`config.mk`:
```
export PLATFORM = sky130hd
export DESIGN_NAME = usr_serializer_ctrl
export DESIGN_NICKNAME = d
export VERILOG_FILES = /design/src/rtl/usr_serializer_ctrl.sv
export SDC_FILE = /design/constraint.sdc
export NUM_CORES = 1
export LEC_CHECK = 0
export BUFFER_PORTS_ARGS = -buffer_cell sky130_fd_sc_hd__clkbuf_2
export CORE_AREA = 3 3 40 42
export CTS_CLUSTER_DIAMETER = 40
export DETAILED_ROUTE_END_ITERATION = 10
export DIE_AREA = 0 0 43 45
export GPL_TIMING_DRIVEN = 0
export PLACE_DENSITY = 0.85
export SLEW_MARGIN = 5
export SYNTH_ARGS = -nofsm -noshare
export SYNTH_HDL_FRONTEND = slang
export SYNTH_SLANG_ARGS = --single-unit
```
`constraint.sdc`:
```
create_clock -name clock -period 3.9 [get_ports clock]
set_clock_uncertainty 0.1 [all_clocks]
set_input_delay 0.78 -clock clock [delete_from_list [all_inputs] [get_ports clock]]
set_output_delay 0.78 -clock clock [all_outputs]
set_load 0.005 [all_outputs]
```
`src/rtl/usr_serializer_ctrl.sv`:
```
// Purpose: sequences a 4-bit universal shift register as a valid/ready parallel-to-serial converter.
// Latency: 2 cycles from word accept to first serial bit (1 LOAD cycle), 5 cycles per word sustained.
// Backpressure: ser_ready low holds register, counter and bit; in_ready only at IDLE or last-bit accept.
//
// Ports:
//   clock, reset              rising-edge clock, async active-low reset (controller only)
//   in_valid/in_ready/in_data word input handshake; in_msb_first and fill_bit sampled with the word
//   usr_mode, usr_din         drive the shift register MODE (00 hold/01 right/10 left/11 load) and DATAIN
//   usr_q                     shift register DATAOUT, used to pick the current serial bit
//   ser_valid/ser_ready       serial output handshake; ser_bit data, ser_last marks the 4th bit
//   busy                      controller is not idle
module usr_serializer_ctrl (
    input  logic       clock,
    input  logic       reset,
    input  logic       in_valid,
    input  logic [3:0] in_data,
    input  logic       in_msb_first,
    input  logic       fill_bit,
    output logic       in_ready,
    output logic [1:0] usr_mode,
    output logic [3:0] usr_din,
    input  logic [3:0] usr_q,
    output logic       ser_valid,
    output logic       ser_bit,
    output logic       ser_last,
    input  logic       ser_ready,
    output logic       busy
);

    localparam logic [1:0] MODE_HOLD  = 2'b00;
    localparam logic [1:0] MODE_RIGHT = 2'b01;
    localparam logic [1:0] MODE_LEFT  = 2'b10;
    localparam logic [1:0] MODE_LOAD  = 2'b11;

    typedef enum logic [1:0] {
        ST_IDLE  = 2'd0,
        ST_LOAD  = 2'd1,
        ST_SHIFT = 2'd2
    } state_t;

    state_t     state;
    state_t     state_nxt;
    logic [1:0] cnt;
    logic [1:0] cnt_nxt;
    logic [3:0] word_q;
    logic       dir_q;
    logic       fill_q;
    logic       accept;
    logic [1:0] ser_idx;

    // Word parameters are captured only on a completed input handshake,
    // so in_valid never reaches an output combinationally.
    assign accept  = in_valid & in_ready;

    // Right shift drains bit 0 first, left shift drains bit 3 first.
    assign ser_idx = dir_q ? 2'd3 : 2'd0;

    assign busy    = (state != ST_IDLE);

    always_ff @(posedge clock or negedge reset) begin
        if (!reset) begin
            state  <= ST_IDLE;
            cnt    <= 2'd0;
            word_q <= 4'd0;
            dir_q  <= 1'b0;
            fill_q <= 1'b0;
        end else begin
            state <= state_nxt;
            cnt   <= cnt_nxt;
            if (accept) begin
                word_q <= in_data;
                dir_q  <= in_msb_first;
                fill_q <= fill_bit;
            end
        end
    end

    always_comb begin
        state_nxt = state;
        cnt_nxt   = cnt;
        in_ready  = 1'b0;
        usr_mode  = MODE_HOLD;
        usr_din   = 4'd0;
        ser_valid = 1'b0;
        ser_bit   = 1'b0;
        ser_last  = 1'b0;

        case (state)
            ST_IDLE: begin
                in_ready = 1'b1;
                if (in_valid) begin
                    state_nxt = ST_LOAD;
                end
            end

            ST_LOAD: begin
                // Register takes the word at the end of this cycle.
                usr_mode  = MODE_LOAD;
                usr_din   = word_q;
                cnt_nxt   = 2'd0;
                state_nxt = ST_SHIFT;
            end

            ST_SHIFT: begin
                ser_valid = 1'b1;
                ser_bit   = usr_q[ser_idx];
                ser_last  = (cnt == 2'd3);
                // DATAIN[0] is the serial fill into the vacated end.
                usr_din   = {3'b000, fill_q};
                if (ser_ready) begin
                    usr_mode = dir_q ? MODE_LEFT : MODE_RIGHT;
                    cnt_nxt  = cnt + 2'd1;
                    if (cnt == 2'd3) begin
                        // Last bit leaves this cycle: take the next word now
                        // so back-to-back words lose no cycle.
                        in_ready  = 1'b1;
                        state_nxt = in_valid ? ST_LOAD : ST_IDLE;
                    end
                end
            end

            default: begin
                state_nxt = ST_IDLE;
            end
        endcase
    end

endmodule

```
==> key figures <==
Synth
  – Cell area after synthesis: 622 um^2
  – Share of the synthesized area in the top cell type: 0.402
  – Synth top area cells: dfrtp_1 (40%), mux2_4 (14%), ha_1 (10%)
  – Yosys cell types: 23
  – Syn_nets: 72
  – Seq cells post-synth: 10
  – Syn_area_per_cell: 11.7 um^2
  – YS warnings: 0
  – Sequential element share of the synthesized area: 0.402
  – Syn Inst Count: 53
  – Cell taking the most area after synthesis: dfrtp_1

Finish
  – Final Core Density: 0.602
  – Antenna Cells: 0
  – NumNets Final: 99
  – Share of cells above drive strength 1: 0.474
  – Syn-to-layout area delta: 24.3%
  – Final std cells w/o fill: 93
  – Final instance area: 773 um^2

Placement
  – DP HPWL: 902 um
  – Cell area after placement: 751 um^2
  – Final weighted congestion in routability-driven placement: 0.744
  – Pre-CTS WS: 1.71 ns
  – Post-Place Cells: 90
  – I/O Buffers: 22

Clock tree
  – Clk sink count: 10
  – Clock slew at reported path FFs: 0.06 ns
  – H-Tree Depth: 1
  – Worst-skew pair later-pin latency: 0.25 ns
  – Root Buffer: clkbuf_4
  – Hold-fix buffers, CTS: 0
  – Clock Path Buffers: 2
  – Num CTS Buffers: 3
  – TritonCTS clock tree: built
  – Setup Fix Bufs, Post-CTS: 0
  – Gates resized, CTS repair: 0

STA
  – Fmax achieved: 408 MHz
  – Max Slew Vio Count: 0
  – Slew margin rel.: 0.826
  – Fin Hold WS: 0.285 ns
  – Final Hold Fails: 0
  – Min Tclk post-route: 2.45 ns
  – Final Setup Violations: 0
  – RSZ-0062 raised after global routing: false
  – Fin crit share: 0.628
  – Final setup margin: 1.45 ns
  – Actual slew at the worst max-slew pin: 0.261 ns
  – Total negative setup slack: 0 ns

Global routing
  – Largest net degree at the start of global routing: 11
  – Grt ovf: 0
  – Tot GR Track Use: 0.134
  – Initial antenna violation count: 0
  – Wire length of the first global-routing pass: 1.93 mm
  – Vias in the first global route: 461

Pwr
  – Power density cells: 754 nW/um^2
  – Lkg Pwr: 0.435 nW
  – Power after layout: 583 uW
  – VDD IR-drop max: 0.329 mV

Die
  – Die width: 43 um
  – I/O pin count: 25
  – Die area: 1940 um^2
  – Initial Util: 0.484
  – Core Region: 1280 um^2
  – Row count: 13
  – DIE HEIGHT: 45 um

Worst setup path
  – R2R Path Start: state[0]
  – Crit Reg-Reg Endpoint: word_q[1]
  – Setup crit end kind: primary output
  – Worst setup SP type: flip-flop
  – Worst endpoint required time: 3.02 ns
  – Flop2flop setup slack: 2.26 ns
  – CP max FO: 10
  – Critical Path Stages: 6
  – WP buf/inv: 3
  – Critical Path, Cell by Cell: inv_1 > ha_1 > buf_2 > a22oi_1 > nor2b_1 > clkbuf_2
  – Critical path class: flip-flop to primary output
  – CP max stage delay: 0.41 ns
  – CP max stage cell: dfrtp_1
  – Data arrival, critical path: 1.57 ns
  – Reg2Reg Depth: 5
  – Crit path max-delay family: buffers and inverters

Route
  – DR iter-0 viols: 5
  – Via count: 478
  – Drt drc: 0
  – DRT Wirelength: 1.11 mm
  – Vias per cell: 5.14
  – Routed wire per std cell: 11.9 um
  – Pre-antenna DRT Iters: 4
  – Post-route ant nets: 0

Run
  – Total of max-cap violations: 0

Hold path
  – HP Class: input port to async pin

Run status
  – Status: finished, final reports clean
## Yosys cell counts, drive strengths merged
cell	number
a21oi	1
a22o	1
a22oi	1
a2bb2oi	1
a31o	1
a31oi	1
and2	1
and3	3
buf	1
dfrtp	10
ha	5
inv	3
mux2	9
mux2i	1
nand2	4
nand2b	1
nor2	3
nor2b	3
o21a	1
o21ai	1
xor2	1
## area by class of cell
| type | count | area [um^2] |
|---|---|---|
| Buffer | 1 | 5.00 |
| Fill cell | 112 | 512 |
| Timing Repair Buffer | 22 | 110 |
| Sequential cell | 10 | 250 |
| Multi-Input combinational cell | 39 | 355 |
| Inverter | 3 | 11.3 |
| Tap cell | 15 | 18.8 |
| Clock buffer | 3 | 22.5 |
## layer usage
layer	track usage	routed length (um)	vias to the layer above
met5	0	0	-
met3	0.0239	68	2
met2	0.213	534	17
li1	-	-	238
met4	0.0723	19	0
met1	0.175	486	221
## layout by cell type, fill, tap and decap left out, types with 3 or more instances in the layout
cell	n
and3_1	3
clkbuf_2	22
clkbuf_4	3
dfrtp_1	10
ha_1	5
inv_1	3
mux2_2	3
mux2_4	6
nand2_1	3
nor2_1	3
nor2b_1	3
## logic make-up (layout without fill, tap and decap cells)
kind of cell,count (synthesis),after routing,synth area share
simple gates,15,15,0.135
mux,10,10,0.215
flops,10,10,0.402
compound gates,8,8,0.107
fa+ha+maj,5,5,0.101
buf+inv,4,29,0.0261
xor+xnor,1,1,0.0141
## worst max-delay path by stage
stage | startpoint | endpoint
after floorplan | state[0] | usr_mode[0]
after global placement | ser_ready | usr_mode[0]
after detailed placement | ser_ready | usr_mode[0]
after CTS | state[0] | usr_mode[0]
after global routing | state[0] | usr_mode[0]
final | state[0] | usr_din[0]
## power breakdown
group          switching (mW)  leakage [nW]  internal (mW)
Combinational           0.138         0.299          0.187
Sequential             0.0380         0.122          0.155
Clock                  0.0298        0.0138         0.0353
Total                   0.206         0.435          0.377
## state kept, by name (all words and copies together) (netlist names)
name	flops
state	2
dir_q	1
fill_q	1
cnt	2
word_q	4
## worst reg2reg max path: cells and delay by family, from the launching register on
family / cells / cell delay, ns
muxes: 1 / 0.31
adders and majority gates: 1 / 0.25
AOI/OAI and AO/OA: 1 / 0.26
and+or+nand+nor: 1 / 0.13
DFF: 1 / 0.39
buffers and inverters: 1 / 0.08
(Power assumes the default switching activity.)
